$ cat config.mk
export PLATFORM = sky130hd
export DESIGN_NAME = saturate_arbiter
export DESIGN_NICKNAME = d
export VERILOG_FILES = /design/src/rtl/saturate_arbiter_pkg.sv /design/src/rtl/saturate_arbiter_tags.sv /design/src/rtl/saturate_arbiter.sv
export SDC_FILE = /design/constraint.sdc
export NUM_CORES = 1
export LEC_CHECK = 0
export CAP_MARGIN = 10
export CORE_MARGIN = 2
export CORE_UTILIZATION = 25
export DETAILED_ROUTE_END_ITERATION = 10
export PLACE_DENSITY_LB_ADDON = 0.3
export SYNTH_ARGS = -nofsm -noshare
export SYNTH_HDL_FRONTEND = slang
export SYNTH_SLANG_ARGS = --single-unit
$ cat constraint.sdc
create_clock -name clk -period 3.1 [get_ports clk]
set_clock_uncertainty 0.2 [all_clocks]
set_input_delay 0.775 -clock clk [delete_from_list [all_inputs] [get_ports clk]]
set_output_delay 0.775 -clock clk [all_outputs]
set_load 0.1 [all_outputs]
$ cat src/rtl/saturate_arbiter_pkg.sv
// saturate_arbiter_pkg
// Shared helpers for the saturate arbiter. The tag type itself depends on the
// requester count, so each module builds its own tag_t from a localparam. This
// package only holds the round-robin pointer update.
package saturate_arbiter_pkg;

  // Next round-robin start point: one past the winner, wrapping at n.
  function automatic int rr_next(input int grant, input int n);
    if (grant + 1 >= n) return 0;
    else return grant + 1;
  endfunction

endpackage

$ cat src/rtl/saturate_arbiter_tags.sv
// saturate_arbiter_tags
// Synchronous FIFO of requester tags. There is one entry for each operation
// in flight inside the saturate unit, stored in issue order.
//   clk, rst  : clock, synchronous active-high reset (empties the FIFO)
//   push      : write push_tag (ignored when full)
//   push_tag  : tag of the requester just issued
//   pop       : drop the head entry (ignored when empty)
//   head_tag  : oldest tag, i.e. owner of the next result
//   full      : DEPTH entries held
//   empty     : no entries held
module saturate_arbiter_tags #(
  parameter int DEPTH = 4,
  parameter int TAGW  = 2
) (
  input  logic            clk,
  input  logic            rst,
  input  logic            push,
  input  logic [TAGW-1:0] push_tag,
  input  logic            pop,
  output logic [TAGW-1:0] head_tag,
  output logic            full,
  output logic            empty
);

  localparam int AW = $clog2(DEPTH);

  // The pointers carry one extra wrap bit, so full and empty can be told
  // apart without a separate counter.
  logic [AW:0]     wr_ptr;
  logic [AW:0]     rd_ptr;
  logic [TAGW-1:0] mem [DEPTH];
  logic            do_push;
  logic            do_pop;

  assign empty    = (wr_ptr == rd_ptr);
  assign full     = (wr_ptr[AW] != rd_ptr[AW]) && (wr_ptr[AW-1:0] == rd_ptr[AW-1:0]);
  assign head_tag = mem[rd_ptr[AW-1:0]];
  assign do_push  = push && !full;
  assign do_pop   = pop && !empty;

  always_ff @(posedge clk) begin
    if (rst) begin
      wr_ptr <= '0;
      rd_ptr <= '0;
    end else begin
      if (do_push) wr_ptr <= wr_ptr + 1'b1;
      if (do_pop)  rd_ptr <= rd_ptr + 1'b1;
    end
  end

  // The storage holds data only; the reset clears the pointers, not the entries.
  always_ff @(posedge clk) begin
    if (do_push) mem[wr_ptr[AW-1:0]] <= push_tag;
  end

endmodule

$ cat src/rtl/saturate_arbiter.sv
// saturate_arbiter
// Shares one saturate unit among N requesters. Arguments are granted
// combinationally, in round-robin order by default. Once a grant has been
// offered to the saturate unit, it stays locked until the handshake completes.
// A tag FIFO records the order of the grants, so each result is routed back
// to the requester that issued it.
//
// Optional build macro: SATURATE_ARBITER_FIXED_EN selects fixed priority,
// where the lowest index wins. The round-robin pointer is then removed.
//
// Ports:
//   clk, rst                      clock, synchronous active-high reset
//   arg_valid/arg_data/arg_ready  per-requester argument streams
//                                 (requester i data at [i*ARGW +: ARGW])
//   res_valid/res_ready           per-requester result handshake
//   res_data                      shared result bus
//   sat_arg_*                     argument stream to the saturate unit
//   sat_res_*                     result stream from the saturate unit
module saturate_arbiter #(
  parameter int N     = 4,
  parameter int ARGW  = 24,
  parameter int RESW  = 16,
  parameter int DEPTH = 4
) (
  input  logic              clk,
  input  logic              rst,
  input  logic [N-1:0]      arg_valid,
  input  logic [N*ARGW-1:0] arg_data,
  output logic [N-1:0]      arg_ready,
  output logic [N-1:0]      res_valid,
  output logic [RESW-1:0]   res_data,
  input  logic [N-1:0]      res_ready,
  output logic              sat_arg_valid,
  output logic [ARGW-1:0]   sat_arg_data,
  input  logic              sat_arg_ready,
  input  logic              sat_res_valid,
  input  logic [RESW-1:0]   sat_res_data,
  output logic              sat_res_ready
);
  import saturate_arbiter_pkg::*;

  localparam int TAGW = (N > 1) ? $clog2(N) : 1;
  typedef logic [TAGW-1:0] tag_t;

  tag_t grant;
  tag_t lock_idx;
  tag_t head_tag;
  logic lock_vld;
  logic found;
  logic full;
  logic empty;
  logic push;
  logic pop;
`ifndef SATURATE_ARBITER_FIXED_EN
  tag_t rr;
`endif

  // Picker. A locked grant overrides the scan. Otherwise the first valid
  // requester wins, scanning either from rr (round-robin) or from 0 (fixed).
  always_comb begin
    int   idx;
    tag_t sel;
    found = 1'b0;
    grant = '0;
    idx   = 0;
    sel   = '0;
    if (lock_vld) begin
      found = arg_valid[lock_idx];
      grant = lock_idx;
    end else begin
      for (int k = 0; k < N; k++) begin
`ifdef SATURATE_ARBITER_FIXED_EN
        idx = k;
`else
        idx = int'(rr) + k;
        if (idx >= N) idx = idx - N;
`endif
        sel = tag_t'(idx);
        if (!found && arg_valid[sel]) begin
          found = 1'b1;
          grant = sel;
        end
      end
    end
  end

  // Argument side. A full tag FIFO blocks issue, even in a cycle that also pops.
  always_comb begin
    sat_arg_valid = found && !full && !rst;
    sat_arg_data  = arg_data[grant*ARGW +: ARGW];
    arg_ready     = '0;
    if (sat_arg_valid) arg_ready[grant] = sat_arg_ready;
  end

  assign push = sat_arg_valid && sat_arg_ready;

  // Result side. The FIFO head selects the owner. A result that arrives while
  // the FIFO is empty is never acknowledged or routed.
  always_comb begin
    res_valid     = '0;
    res_data      = sat_res_data;
    sat_res_ready = !empty && !rst && res_ready[head_tag];
    if (sat_res_valid && !empty && !rst) res_valid[head_tag] = 1'b1;
  end

  assign pop = sat_res_valid && sat_res_ready;

  // Lock and round-robin state
  always_ff @(posedge clk) begin
    if (rst) begin
      lock_vld <= 1'b0;
      lock_idx <= '0;
`ifndef SATURATE_ARBITER_FIXED_EN
      rr       <= '0;
`endif
    end else if (push) begin
      lock_vld <= 1'b0;
`ifndef SATURATE_ARBITER_FIXED_EN
      rr       <= tag_t'(rr_next(int'(grant), N));
`endif
    end else if (sat_arg_valid) begin
      lock_vld <= 1'b1;
      lock_idx <= grant;
    end
  end

  saturate_arbiter_tags #(
    .DEPTH (DEPTH),
    .TAGW  (TAGW)
  ) u_tags (
    .clk      (clk),
    .rst      (rst),
    .push     (push),
    .push_tag (grant),
    .pop      (pop),
    .head_tag (head_tag),
    .full     (full),
    .empty    (empty)
  );

endmodule
---- Word-level counts from Yosys, hierarchy flattened ----
Memories as Yosys holds them, arrays and structs flattened. A register that Yosys moved wholly into a read port is not among the register bits.
Cells that the tools add are included.
storage, ports and cells
  ROM bits ................................ 0
  output and inout bits ................... 50
  input port bits ......................... 124
  flip-flop bits (word level) ............. 11
  bits in latches ......................... 0
  word-level logic and storage cells ...... 105
  memory bits (writable) .................. 8
  memories ................................ 1
memories
  memory      words  width  read ports  clocked after memory_dff  wr ports  RTL line                     RTL
  u_tags.mem  4      2      1           1                         1         saturate_arbiter_tags.sv:31  logic [TAGW-1:0] mem [DEPTH];
cells by class
  reductions and logical operators ........ 24
  shift-type cells ........................ 1
  magnitude comparators ................... 14
  divide/modulo/power cells ............... 0
  muxes and demuxes ....................... 44
  equal/unequal tests ..................... 3
  $mul .................................... 1
  bitwise logic cells ..................... 2
  add/subtract/negate cells ............... 10
operator list
  operator             number
  $shiftx 96x8->24     1
  $mux 2               16
  $lt 2x3->1 const B   7
  $mux 1               18
  $logic_and 1x1->1    16
  $bmux 1 s2           6
  $ge 3x3->1 const B   4
  $mux 4               2
  $sub 2x1->2 const B  4
  $add 2x1->3 const B  2
  $add 2x2->3 const B  2
  $add 3x1->3 const B  2
  $logic_not 1->1      6
  $and 4x4->4          1
  $demux 1 s2          2
  $ge 2x1->1 const B   2
  $mul 2x2->4 const B  1
  $eq 3x3->1           1
  $ge 2x3->1 const B   1
  $eq 2x2->1           1
  $reduce_and 2->1     1
  $reduce_or 2->1      1
  $ne 1x1->1           1
  $not 1->1            1

---- Longest topological paths before layout ----
Gate-level depths: netlist of run 1.
  depth after elaboration ................. 25
  depth in mapped cells ................... 8
  depth with buffers taken out ............ 7

---- Modules after synthesis ----
A second synthesis of run 1 with hierarchy kept.
unflattened totals
  cells, all modules ...................... 356
  area total of the unflattened synthesis .. 2907.8 sq um
modules (own cells, without submodules)
  module                 cells each  instances  seq. area each (sq um)  area an instance (sq um)
  saturate_arbiter       276         1          100.1                   2033.2
  saturate_arbiter_tags  80          1          400.4                   874.6

---- Least setup slack after synthesis of run 1 ----
Ideal clock, no wire load.
  path kind ............................... input port to output port
  start point ............................. input port arg_valid[2]
  end point ............................... output port sat_arg_data[12]
  data arrival time ....................... 3427 ps
  slack ................................... -1302 ps
  path buffers ............................ 2
  required time ........................... 2125 ps
  stages on the path ...................... 6
  path through ............................ mux2i_1 nor2_1 o41ai_1 buf_2 buf_2 mux2i_1
on the way
  longest elaborated chain between the ends .. 18
  elaborated cells between the ends (all ways) .. 27
  those cells by class .................... 1 x mul; 1 x shift; 19 x mux; 6 x reduce/logical
RTL lines
  item                          RTL line                RTL
  start, declared               saturate_arbiter.sv:27  input logic [N-1:0] arg_valid,
  $bmux 1 s2                    saturate_arbiter.sv:79  if (!found && arg_valid[sel]) begin
  $mux 1 (implied by the code)  saturate_arbiter.sv:79
  $mux 1                        saturate_arbiter.sv:79
  $mux 1                        saturate_arbiter.sv:67  if (lock_vld) begin
  $logic_not 1->1               saturate_arbiter.sv:79
  $logic_and 1x1->1             saturate_arbiter.sv:79
  $mux 1                        saturate_arbiter.sv:79
  $mux 1                        saturate_arbiter.sv:67
  [... 3 more ...]              --
  $mux 1                        saturate_arbiter.sv:67
  $logic_not 1->1               saturate_arbiter.sv:79
  $logic_and 1x1->1             saturate_arbiter.sv:79
  $mux 2 (*)                    saturate_arbiter.sv:79
  $mux 2 (*)                    saturate_arbiter.sv:67
  via grant[0]                  saturate_arbiter.sv:45  tag_t grant;
  $mul 2x2->4 (*)               saturate_arbiter.sv:90  sat_arg_data = arg_data[grant*ARGW +: ARGW];
  $shiftx 96x8->24 (*)          saturate_arbiter.sv:90
  end, declared                 saturate_arbiter.sv:34  output logic [ARGW-1:0] sat_arg_data,
The timed path passes the listed nets; every way through them passes the cells marked *. The select of a mux whose other input is x is not followed.

---- Final worst setup path of run 1 ----
  start point ............................. input port arg_valid[1]
  end point ............................... output port sat_arg_data[17]
on the way
  longest elaborated chain between the ends .. 18
  elaborated cells between the ends (all ways) .. 27
  those cells by class .................... 1 x mul; 1 x shift; 19 x mux; 6 x reduce/logical
RTL lines
  item                          RTL line
  $bmux 1 s2                    saturate_arbiter.sv:79
  $mux 1 (implied by the code)  saturate_arbiter.sv:79
  $mux 1                        saturate_arbiter.sv:79
  $mux 1                        saturate_arbiter.sv:67
  $logic_not 1->1               saturate_arbiter.sv:79
  $logic_and 1x1->1             saturate_arbiter.sv:79
  $mux 1                        saturate_arbiter.sv:79
  $mux 1                        saturate_arbiter.sv:67
  [... 2 more ...]              --
  $mux 1                        saturate_arbiter.sv:79
  $mux 1                        saturate_arbiter.sv:67
  $logic_not 1->1               saturate_arbiter.sv:79
  $logic_and 1x1->1             saturate_arbiter.sv:79
  $mux 2 (*)                    saturate_arbiter.sv:79
  $mux 2 (*)                    saturate_arbiter.sv:67
  $mul 2x2->4 (*)               saturate_arbiter.sv:90
  $shiftx 96x8->24 (*)          saturate_arbiter.sv:90
Mark *: on every way between the ends. The rest lies on a longest branch, timed or not. The select of a mux whose other input is x is not followed.

==> reports/summary.md, run 1 <==
Among all flip-flop cells after synthesis, the most frequent one is sky130_fd_sc_hd__dfxtp_1. The worst register-to-register path has a depth of 9. Data on the critical path arrives at its endpoint at 2.51 ns. In this design, the stage delay of the slowest critical-path cell is 0.28 ns. The signal on the critical path passes through buf_8 > and4bb_1 > o21ai_2 > mux2i_2 > a21oi_4 > buf_6 > buf_12 > mux2i_2 > buf_4 > mux2i_4 > buf_12.

The synthesized netlist contains 37 unique library cells. After global routing the overflow that remains totals 0. Averaged over all synthesized cells, the footprint is 9.87 um2. The count of antenna diodes in the layout is 0, and the top-area cell type share of the netlist area is 0.383. Share of cells above drive strength 1: 0.521. Max-cap violations in this run came to 0. Initial antenna violation count: 0.

The initialized floorplan defines 33 standard-cell rows. The die is 95.5 um wide. In the post-synthesis netlist, the cell with the most instances is sky130_fd_sc_hd__mux2i_1. After synthesis the cells add up to 2090 um2. The final critical-path required period is 3.49 ns, and the post-route clock period utilization is 1.13. The met1 track demand over resource is 0.172. Before antenna repair, the detailed router went through 3 iterations.

Buffers placed on the I/O ports in this run total 141. The final wirelength was 7.90 mm. The tools report the clock latency reported for the late side of the worst-skew pair as 0.26 ns. TritonCTS built the clock tree.

In this run the power density over the cells is 449 nW/um2. Setup violations remaining at the end of the flow were counted as 28. The logs give 342 for the post-synthesis net count and 0.791 for the weighted congestion at the end of routability-driven global placement. For the count of final hold-check violations, the log shows 0. Dividing the detail-routed via count by the number of cells gives 4.62. The layout-stage area growth over the synthesis result came out at 154%. The area of the multi-input gates was 2300 um2.

The run gives 5.76 mm as the post-detailed-placement half-perimeter wirelength. Yosys attributes the largest share of cell area to sky130_fd_sc_hd__mux2i_1, sky130_fd_sc_hd__dfxtp_1, sky130_fd_sc_hd__edfxtp_1. For the pin with the worst max-slew slack, the measured transition is 0.378 ns.

The run gives 8180 um2 as the placeable core region. The first routing iteration left 25 violations. CTS saw 21 sinks. Setup repair after global routing could not meet its margin everywhere. After the last flow step, the layout net total stands at 505. The final worst-path setup slack was -0.388 ns; the sequential fraction of the synthesis area was 0.239.

The run finished, with violations left. The logs give 2,393 for the number of global-route vias before repair and 599 for the number of fillers in the final layout. In this run the remaining antenna-violating nets after routing total 0. In this run, synthesis inferred 8 flip-flops with an integrated enable. In the routed design, unresolved DRC markers number 0. The number of warnings issued by yosys is 0.

The via count of the routed design was 2,212; the initial standard-cell utilization of the core was 0.256. Clock tree synthesis selected as its root buffer the cell sky130_fd_sc_hd__clkbuf_8. The commonest cells after synthesis are sky130_fd_sc_hd__mux2i_1, sky130_fd_sc_hd__buf_4, sky130_fd_sc_hd__nor2_1. Critical path class: input pin to output port. The remaining max-slew budget at the tightest pin is 0.746, and the fraction of met3 tracks used by global routing is 0.0427. The mean routed wirelength per cell works out to 16.5 um. The run gives 11.6 mm as the first-pass GRT wire length. The worst setup path is captured at an output port.

In this run the worst path has a maximum fanout of 8. For the gate count after technology mapping, the log shows 212. The min-delay analysis places its worst path in the category flop to flop.

Counting the buffers created by CTS gives 3. The checks that failed: setup timing. Highest-utilization routing layer at the global route stage: met2. For the number of max-slew violations in the final report, the log shows 0. The run gives 0.330 as the met2 layer usage reported by global route. For this design, the slowest cell found on the critical path is sky130_fd_sc_hd__and4bb_1.

The global-route usage over all layers was 0.163; the number of H-tree levels was 1. The clock-pin slew on the worst setup and hold paths is 0.08 ns, and the critical path data required time is 2.12 ns. The number of buffers between clock root and the deepest sink was 2. Summing all placed instances gives a cell area of 4420 um2. The worst slack after detailed placement is -0.873 ns, and the final standard cell area without fillers is 5320 um2. For this run, the top clock speed supported by timing is 287 MHz.

The flip-flop and latch area is 502 um2, and the overall die area is 9120 um2. 174 I/O pins were placed. Entering global routing, the biggest net connects 17 pins. The post-synthesis async set-or-reset flop share came out at 0. The die is 95.5 um tall. The biggest area contributor in the post-synthesis netlist is sky130_fd_sc_hd__mux2i_1. The worst-case IR drop observed on VDD is 0.272 mV.

In this run the static leakage power is 1.92 nW. In this run, synthesis produced a sequential element count of 21. The startpoint kind of the worst setup timing path was an input pin. The worst hold path passes through 2 cells.
logic make-up after synthesis:
family          Yosys count  share of synthesized area
compound gates           14                     0.0407
xor+xnor                  8                     0.0335
mux                      84                      0.422
flops                    21                      0.239
buf+inv                  34                      0.109
simple gates             45                      0.120
fa+ha+maj                 6                     0.0359
final timing paths:
path                                        from  slack [ns]               end
worst min register to register       lock_idx[1]        0.38       lock_idx[1]
worst min-delay path                 lock_idx[1]        0.38       lock_idx[1]
worst max-delay path                arg_valid[1]       -0.39  sat_arg_data[17]
worst max register to register  u_tags.wr_ptr[0]        0.65  u_tags.wr_ptr[2]
routing by layer:
layer / wire (um) / up-vias
li1: - / 1077
met1: 2500 / 1038
met2: 4790 / 89
met3: 580 / 8
met4: 31 / 0
met5: 0 / -
sequential cells by signal (all words and copies together) (netlist names), named ones only:
register       count
u_tags.mem         8
u_tags.rd_ptr      3
u_tags.wr_ptr      3
lock_idx           2
rr                 2
lock_vld           1
power breakdown:
| part | switching, W | leakage [nW] | internal [W] |
|---|---|---|---|
| Combinational | 0.000993 | 1.72 | 0.000902 |
| Clock | 0.0000873 | 0.0217 | 0.0000906 |
| Sequential | 0.0000144 | 0.180 | 0.000302 |
metrics by stage:
stage               setup TNS [ns]  utilization  hold slack (ns)  instances  power, W
floorplan                    -6.83            -            0.276        212   0.00144
global placement            -21.02        0.541            0.316        456   0.00189
detailed placement          -22.72        0.541            0.330        456   0.00190
CTS                          -9.10        0.615            0.375        473   0.00230
global route                -10.53        0.650            0.403        479   0.00248
finish                       -8.67        0.650            0.377        479   0.00239
layout by cell type (no fill, tap or decap), types with 2 or more instances in the layout:
master / instances
sky130_fd_sc_hd__a21oi_1: 3
sky130_fd_sc_hd__and2_1: 4
sky130_fd_sc_hd__buf_12: 39
sky130_fd_sc_hd__buf_16: 3
sky130_fd_sc_hd__buf_4: 25
sky130_fd_sc_hd__buf_6: 10
sky130_fd_sc_hd__buf_8: 3
sky130_fd_sc_hd__clkbuf_16: 3
sky130_fd_sc_hd__clkbuf_8: 3
sky130_fd_sc_hd__clkdlybuf4s50_1: 102
sky130_fd_sc_hd__dfxtp_1: 12
sky130_fd_sc_hd__edfxtp_1: 8
sky130_fd_sc_hd__ha_1: 6
sky130_fd_sc_hd__inv_1: 5
sky130_fd_sc_hd__mux2i_1: 6
sky130_fd_sc_hd__mux2i_2: 20
sky130_fd_sc_hd__mux2i_4: 54
sky130_fd_sc_hd__mux4_2: 3
sky130_fd_sc_hd__nand2_1: 4
sky130_fd_sc_hd__nand2_4: 2
sky130_fd_sc_hd__nand2b_1: 2
sky130_fd_sc_hd__nand2b_4: 2
sky130_fd_sc_hd__nor2_1: 9
sky130_fd_sc_hd__nor2_2: 4
sky130_fd_sc_hd__nor2_4: 2
sky130_fd_sc_hd__nor3_1: 2
sky130_fd_sc_hd__nor3_4: 2
sky130_fd_sc_hd__o21ai_1: 2
sky130_fd_sc_hd__o41ai_2: 2
sky130_fd_sc_hd__xnor2_1: 6
sky130_fd_sc_hd__xor2_1: 2
worst max-delay path, delay by kind of cell:
family                 cells  cell delay (ns)
multiplexers               3             0.56
buffers and inverters      5             0.73
AO/OA/AOI/OAI              2             0.15
AND/OR/NAND/NOR            1             0.28
area by class of cell:
type | count | share of cell area
clock buffer | 3 | 0.00776
multi-input combinational | 157 | 0.432
sequential | 21 | 0.0944
clock inverter | 1 | 0.00141
timing repair buffer | 186 | 0.435
inverter | 6 | 0.00471
tap | 105 | 0.0247
repair_timing:
action,4_1_cts,5_1_grt
setup buffers,12,7
gates cloned,3,3
resized for setup,112,31
endpoints found under the setup margin,34,30
pin swaps,8,5
hold buffers,0,0
No activity file was read; power rests on OpenSTA's default activity.
==> run 2, diff against run 1 <==
Settings changed: PLACE_DENSITY set to 0.77, PLACE_DENSITY_LB_ADDON 0.3 to not set.
==> run 2 against run 1 <==
- the run still ends with setup timing left
- final cell count up 1.7%
- worst setup slack better by 0.012 ns
- die area did not move
- largest cell class unchanged
- sequential share of layout area shrank 0.27 points
- sequential power hardly changed
- critical path depth shrank 1
- via count grew 3.0%
- non-clock buffer count is 8 higher
- critical endpoint is now sat_arg_data[18]
- largest power group unchanged
==> reports/summary.md, run 2 (same netlist as run 1, synthesis figures left out) <==
The tools report the largest net degree at the start of global routing as 14 (was 17). For the net count of the finished layout, the log shows 513 (was 505). The cell at the slowest stage of the critical path was sky130_fd_sc_hd__mux2i_4 (was sky130_fd_sc_hd__and4bb_1).

Share of power burned in registers: 0.129 (was 0.133). The average via count per standard cell came out at 4.68 (was 4.62). The via count of the routed design is 2,279 (was 2,212). The switching component of the power was 0.00112 W (was 0.00109 W); the worst stage delay on the critical path was 0.27 ns (was 0.28 ns).

The critical path class was input pin to output port (unchanged). Commonest non-fill, non-tap cells in the layout: sky130_fd_sc_hd__clkdlybuf4s50_1, sky130_fd_sc_hd__mux2i_4, sky130_fd_sc_hd__buf_12 (unchanged). The logs give 29 (was 28) for the setup violation total in the final timing report and -0.376 ns (was -0.388 ns) for the final worst-path setup slack. The most common cell after layout, fill and taps aside was sky130_fd_sc_hd__clkdlybuf4s50_1 (unchanged). The share of cells above drive strength 1 works out to 0.518 (was 0.521).

Cell-by-cell trace of the critical path: buf_12 > and4bb_1 > o21ai_1 > mux2i_2 > a21oi_4 > buf_8 > buf_16 > mux2i_4 > mux2i_4 > buf_12 (was buf_8 > and4bb_1 > o21ai_2 > mux2i_2 > a21oi_4 > buf_6 > buf_12 > mux2i_2 > buf_4 > mux2i_4 > buf_12). The flip-flop count of the largest register, all copies and words added was 8 (unchanged). The worst reg2reg path depth is 7 (was 9), and the initial standard-cell utilization of the core is 0.256 (unchanged). The startpoint of the tightest hold check path was rr[0] (was lock_idx[1]). The switching portion of total power was 0.453 (was 0.458); the number of H-tree levels was 1 (unchanged).

For the row count, the log shows 33 (unchanged). The number of remaining DRC errors is 0 (unchanged), and the worst slack after detailed placement is -0.876 ns (was -0.873 ns). The tools report the startpoint kind of the worst setup timing path as an input pin (unchanged).

Critical path data required time: 2.12 ns (about the same). The global-route usage over all layers was 0.158 (was 0.163); the TritonCTS sink count was 21 (unchanged). The count of final hold-check violations is 0 (unchanged). The die outline width was 95.5 um (unchanged); the routed length on met1 was 2.55 mm (was 2.50 mm). The number of max-slew violations in the final report is 0 (unchanged), and the static leakage power is 1.97 nW (was 1.92 nW). The violation count after the first detailed-route iteration was 32 (was 25); the number of fillers in the final layout was 547 (was 599). Setup repair after global routing could not meet its margin everywhere. The class of the tightest hold or removal check is flop to flop (unchanged).

The tools report the total clock buffers created by CTS as 3 (unchanged). The internal power was 0.00135 W (was 0.00129 W). The type of element capturing the critical path was an output port (unchanged). The run finished, with violations left. For the area of the multi-input gates, the log shows 2360 um2 (was 2300 um2). The startpoint of the most critical register-to-register path is lock_vld (was u_tags.wr_ptr[0]). The kind of cell adding the most delay to the critical path is buffers and inverters (unchanged). The weighted congestion at the end of routability-driven global placement was 0.756 (was 0.791). The routed length on met2 is 5.06 mm (was 4.79 mm), and the count of buffers inserted at the top-level ports is 141 (unchanged). The logs give 0 (unchanged) for the count of antenna diodes in the layout and 0 (unchanged) for the remaining antenna violation count. The library cell used as clock root buffer was sky130_fd_sc_hd__clkbuf_8 (unchanged). The setup slack of the worst register-to-register path is 0.71 ns (was 0.65 ns). The maximum vdd ir drop was 0.304 mV (was 0.272 mV); the final critical-path required period was 3.48 ns (was 3.49 ns). First element of the critical path: arg_valid[0] (was arg_valid[1]).

The remaining max-slew budget at the tightest pin is 0.451 (was 0.746). The post-route clock period utilization is 1.12 (was 1.13). TritonCTS built the clock tree. The tools report the post-detailed-placement half-perimeter wirelength as 5.86 mm (was 5.76 mm).

The number of maximum-capacitance violations is 0 (unchanged). The signal arrival time at the worst endpoint was 2.50 ns (was 2.51 ns). The worst hold slack after final layout is 0.366 ns (was 0.377 ns), and the overall die area is 9120 um2 (unchanged). The layout-stage area growth over the synthesis result was 162% (was 154%); the maximum fanout count along the critical path was 8 (unchanged). The run gives -9.19 ns (was -8.67 ns) as the post-route setup TNS. The tools report the capturing point of the worst reg2reg path as u_tags.wr_ptr[2] (unchanged). The tools report the detailed-router iteration count before antenna repair as 4 (was 3). The clock latency reported for the late side of the worst-skew pair is 0.26 ns (about the same), and the mean routed wirelength per cell is 16.8 um (was 16.5 um). The power density relative to cell area works out to 451 nW/um2 (was 449 nW/um2).

The top layer used by detailed routing is met4 (unchanged). The die outline height is 95.5 um (unchanged), and the slew at the pin closest to its max-slew limit is 0.813 ns (was 0.378 ns). The worst hold path cell count was 2 (unchanged); the placeable core region was 8180 um2 (unchanged). The tools report the number of top-level design ports as 174 (unchanged). Fraction of power consumed by combinational cells: 0.799 (was 0.793).

The maximum clock rate was 288 MHz (was 287 MHz); the flip-flop and latch area was 502 um2 (unchanged). The run gives 2,428 (was 2,393) as the number of global-route vias before repair. Failing checks: setup timing (unchanged).

The clock-pin slew on the worst setup and hold paths is 0.07 ns (was 0.08 ns), and the initial antenna violation count is 0 (unchanged). The cell depth of the worst setup path was 10 (was 11); the first-pass GRT wire length was 11.2 mm (was 11.6 mm). The routed length on met3 was 461 um (was 580 um); the number of buffers between clock root and the deepest sink was 2 (unchanged). For the final wirelength, the log shows 8.19 mm (was 7.90 mm). The run gives 0 (unchanged) as the sum of overflow across all layers after global routing. The end of the worst hold path was rr[0] (was lock_idx[1]).

The part of the power in the clock network is 0.072 (was 0.074), and the count of hold buffers inserted by post-cts repair is 0 (unchanged). The number of buffer and inverter stages on the critical path is 4 (was 5).
run 2: cell count changes in the layout (fill, tap and decap cells not counted), moves of 3 or more:
| cell | delta |
|---|---|
| sky130_fd_sc_hd__mux2i_1 | +3 |
| sky130_fd_sc_hd__mux2i_4 | +7 |
| sky130_fd_sc_hd__mux2i_2 | -10 |
| sky130_fd_sc_hd__buf_12 | +4 |
| sky130_fd_sc_hd__buf_6 | +6 |
run 2: what timing repair did:
| item | in CTS | in global routing |
|---|---|---|
| cloned | 4 | 0 |
| endpoints found under the hold margin | 0 | 0 |
| endpoints found under the setup margin | 34 | 31 |
| buffers inserted | 21 | 0 |
| pin swaps | 12 | 5 |
| gates resized for setup | 82 | 71 |
run 2: per-layer routing:
metal | vias up | GRT usage
met2 | 86 | 0.323
met1 | 1084 | 0.163
met5 | - | 0
li1 | 1099 | -
met4 | 0 | 0.0381
met3 | 10 | 0.0292
run 2: how the worst max path moves through the flow:
| stage | endpoint | slack [ns] |
|---|---|---|
| global route | sat_arg_data[6] | -0.44 |
| global placement | sat_arg_data[17] | -0.82 |
| detailed placement | sat_arg_data[17] | -0.88 |
| finish | sat_arg_data[18] | -0.38 |
| floorplan | sat_arg_data[0] | -0.28 |
| CTS | sat_arg_data[18] | -0.43 |
run 2: per-stage QoR:
stage | area [um2] | power [W] | utilization | std cells
2_1_floorplan | 2510 | 0.00144 | - | 212
3_3_place_gp | 4540 | 0.00194 | 0.555 | 465
3_5_place_dp | 4540 | 0.00196 | 0.555 | 465
4_1_cts | 5090 | 0.00233 | 0.622 | 489
5_1_grt | 5470 | 0.00255 | 0.669 | 487
6_report | 5470 | 0.00247 | 0.669 | 487
run 2: worst min-delay path, stage by stage, from the launching register on:
cell and delay [ns]:
sky130_fd_sc_hd__dfxtp_1 0.37, sky130_fd_sc_hd__nand2b_1 0.09, sky130_fd_sc_hd__o21ai_1 0.05
run 2: final cells by class:
class                           instances  area share
Inverter                                6     0.00457
Timing Repair Buffer                  194       0.440
Tap cell                              105      0.0240
Multi-Input combinational cell        157       0.431
Clock buffer                            4     0.00823
Sequential cell                        21      0.0917
run 2: power by group through the flow:
stage / clock network (W) / registers (W) / logic, W
3_5_place_dp: 0 / 0.000322 / 0.00164
6_report: 0.000178 / 0.000318 / 0.00197
4_1_cts: 0.000179 / 0.000316 / 0.00184
2_1_floorplan: 0 / 0.000318 / 0.00112
3_3_place_gp: 0 / 0.000321 / 0.00162
5_1_grt: 0.000189 / 0.000320 / 0.00204
==> run 3, diff against run 2 <==
Clock period 3.1 ns to 4.5 ns, I/O delays scaled along.
==> run 3 against run 2 <==
- worst setup slack gained 0.47 ns
- largest cell class unchanged
- total power fell by 40%
- sequential power down 31%
- global-route usage fell by 1.6 points
- the flow now finishes without violations
- critical endpoint is now sat_arg_data[1]
- sequential cell count unchanged
- critical path depth increased by 2
- non-clock buffer count decreased by 25
- cell area fell by 16%
- clock-buffer cell count unchanged
- critical path type unchanged
==> reports/summary.md, run 3 (same netlist as run 1, synthesis figures left out) <==
Weighted congestion at the end of routability-driven global placement: 0.783 (was 0.756). The tools report the row count as 33 (unchanged). The post-route clock period utilization came out at 0.978.

The TritonCTS sink count was 21 (unchanged). The type of element capturing the critical path was an output port (unchanged). The final standard cell area without fillers was 4600 um2 (was 5470 um2).

The worst reg2reg path depth is 9 (was 7). The logs give 3.08 ns (was 2.50 ns) for the signal arrival time at the worst endpoint and 0 (unchanged) for the number of maximum-capacitance violations. The share of cells above drive strength 1 is 0.367 (was 0.518), and the global-route usage over all layers is 0.142 (was 0.158). The logs give 2,230 (was 2,428) for the number of global-route vias before repair and 1.75 nW (was 1.97 nW) for the static leakage power. The number of remaining DRC errors is 0 (unchanged). The run gives 0 (unchanged) as the remaining antenna violation count.

The power density relative to cell area came out at 321 nW/um2 (was 451 nW/um2). The die outline height is 95.5 um (unchanged). Net count of the finished layout: 488 (was 513).

The total power draw is 0.00148 W (was 0.00247 W). The run gives 15 (was 14) as the largest net degree at the start of global routing. The logs give 0 (unchanged) for the initial antenna violation count and 174 (unchanged) for the number of top-level design ports. The capturing point of the worst reg2reg path is rr[0] (was u_tags.wr_ptr[2]). The critical path class was input pin to output port (unchanged). The critical path data required time is 3.17 ns (was 2.12 ns), and the number of buffers between clock root and the deepest sink is 2 (unchanged). The mean routed wirelength per cell is 14.4 um (was 16.8 um). Setup repair after global routing left no endpoint under its margin.

Based on the critical path, the design can be clocked at up to 227 MHz. TritonCTS built the clock tree. The flow ran to the end, and the final reports show no timing, DRC or antenna violations. The startpoint of the tightest hold check path was rr[0] (unchanged). The initial standard-cell utilization of the core was 0.256 (unchanged); the count of final hold-check violations was 0 (unchanged).

The setup slack of the worst register-to-register path is 2.21 ns (was 0.71 ns). The startpoint kind of the worst setup timing path is an input pin (unchanged). Setup violation total in the final timing report: 0 (was 29). The flip-flop count of the largest register, all copies and words added is 8 (unchanged).

The tools report the post-detailed-placement half-perimeter wirelength as 5.22 mm (was 5.86 mm). The logs give 8180 um2 (unchanged) for the placeable core region and 3 (was 4) for the detailed-router iteration count before antenna repair. The run gives 12 (was 32) as the violation count after the first detailed-route iteration. The clock latency reported for the late side of the worst-skew pair is 0.26 ns (about the same). The die outline width is 95.5 um (unchanged). The number of fillers in the final layout is 674 (was 547). The layout-stage area growth over the synthesis result is 120% (was 162%), and the number of H-tree levels is 1 (unchanged). The clock-pin slew on the worst setup and hold paths is 0.07 ns (about the same), and the worst hold slack after final layout is 0.386 ns (was 0.366 ns). The slew at the pin closest to its max-slew limit came out at 0.356 ns (was 0.813 ns). The overall die area came out at 9120 um2 (unchanged). For the share of the core filled with cells in the final layout, the log shows 0.563 (was 0.669).

The run gives 0.760 (was 0.451) as the remaining max-slew budget at the tightest pin. The maximum fanout count along the critical path is 12 (was 8), and the total clock buffers created by CTS is 3 (unchanged). For the first-pass GRT wire length, the log shows 10.2 mm (was 11.2 mm). The class of the tightest hold or removal check is flop to flop (unchanged). The library cell used as clock root buffer was sky130_fd_sc_hd__clkbuf_8 (unchanged). The worst hold path cell count was 2 (unchanged); the average via count per standard cell was 4.55 (was 4.68). The most common cell after layout, fill and taps aside is sky130_fd_sc_hd__clkdlybuf4s50_1 (unchanged). The count of antenna diodes in the layout is 0 (unchanged). Via count of the routed design: 2,103 (was 2,279). The count of buffers inserted at the top-level ports is 141 (unchanged). Commonest non-fill, non-tap cells in the layout: sky130_fd_sc_hd__clkdlybuf4s50_1, sky130_fd_sc_hd__buf_12, sky130_fd_sc_hd__mux2i_1 (was sky130_fd_sc_hd__clkdlybuf4s50_1, sky130_fd_sc_hd__mux2i_4, sky130_fd_sc_hd__buf_12). The tools report the sum of overflow across all layers after global routing as 0 (unchanged).

Startpoint of the most critical register-to-register path: rr[1] (was lock_vld). End of the worst hold path: rr[0] (unchanged). For the number of max-slew violations in the final report, the log shows 0 (unchanged).

The maximum vdd ir drop was 0.183 mV (was 0.304 mV); the final critical-path required period was 4.40 ns. The final wirelength is 6.64 mm (was 8.19 mm), and the cell area after placement is 4250 um2 (was 4540 um2).
[run 3: per-stage QoR]
step,setup TNS [ns],setup WS [ns],std cells
2_1_floorplan,-0.346,-0.333,212
3_3_place_gp,-1.60,-0.108,451
3_5_place_dp,-1.80,-0.117,451
4_1_cts,0,0.00103,461
5_1_grt,0,0.0117,462
6_report,0,0.0971,462
[run 3: metal layers]
| metal | GRT usage | share of wire | vias up |
|---|---|---|---|
| met5 | 0 | 0 | - |
| met4 | 0.0226 | 0.0044 | 0 |
| met3 | 0.0229 | 0.065 | 4 |
| met2 | 0.284 | 0.56 | 86 |
| met1 | 0.159 | 0.37 | 972 |
| li1 | - | - | 1041 |
[run 3: critical path: stages]
cell                            delay, ns
sky130_fd_sc_hd__dlygate4sd2_1       0.27
sky130_fd_sc_hd__buf_4               0.16
sky130_fd_sc_hd__nor3_2              0.16
sky130_fd_sc_hd__nor3_1              0.06
sky130_fd_sc_hd__buf_4               0.16
sky130_fd_sc_hd__a21oi_4             0.18
sky130_fd_sc_hd__buf_12              0.13
sky130_fd_sc_hd__buf_12              0.09
sky130_fd_sc_hd__buf_16              0.15
sky130_fd_sc_hd__mux2i_2             0.28
sky130_fd_sc_hd__mux2i_4             0.12
sky130_fd_sc_hd__buf_12              0.18
[run 3: power breakdown]
group          total (W)  switching (W)  internal, W
combinational    0.00114       0.000618     0.000519
clock           0.000120      0.0000571    0.0000630
sequential      0.000219      0.0000111     0.000208
[run 3: how the worst max path moves through the flow]
stage / end / start / depth (start not counted)
2_1_floorplan: sat_arg_data[12] / arg_valid[2] / 6
3_3_place_gp: sat_arg_data[7] / arg_valid[0] / 9
3_5_place_dp: sat_arg_data[17] / arg_valid[1] / 9
4_1_cts: sat_arg_data[8] / arg_valid[0] / 9
5_1_grt: sat_arg_data[0] / arg_valid[1] / 12
6_report: sat_arg_data[1] / arg_valid[1] / 12
[run 3: layout make-up]
cell class	count	area, um2	area share
multi-input combinational	157	1820	0.395
clock buffer	4	45.0	0.00978
tap	105	131	0.0285
inverter	6	22.5	0.00489
timing repair buffer	169	2090	0.454
sequential	21	500	0.109
[run 3: repair_timing]
item	in CTS	in global routing
gates resized for setup	37	7
hold buffers	0	0
pin swaps	5	3
cloned	3	0
buffers inserted	3	1
setup endpoints to repair	24	22
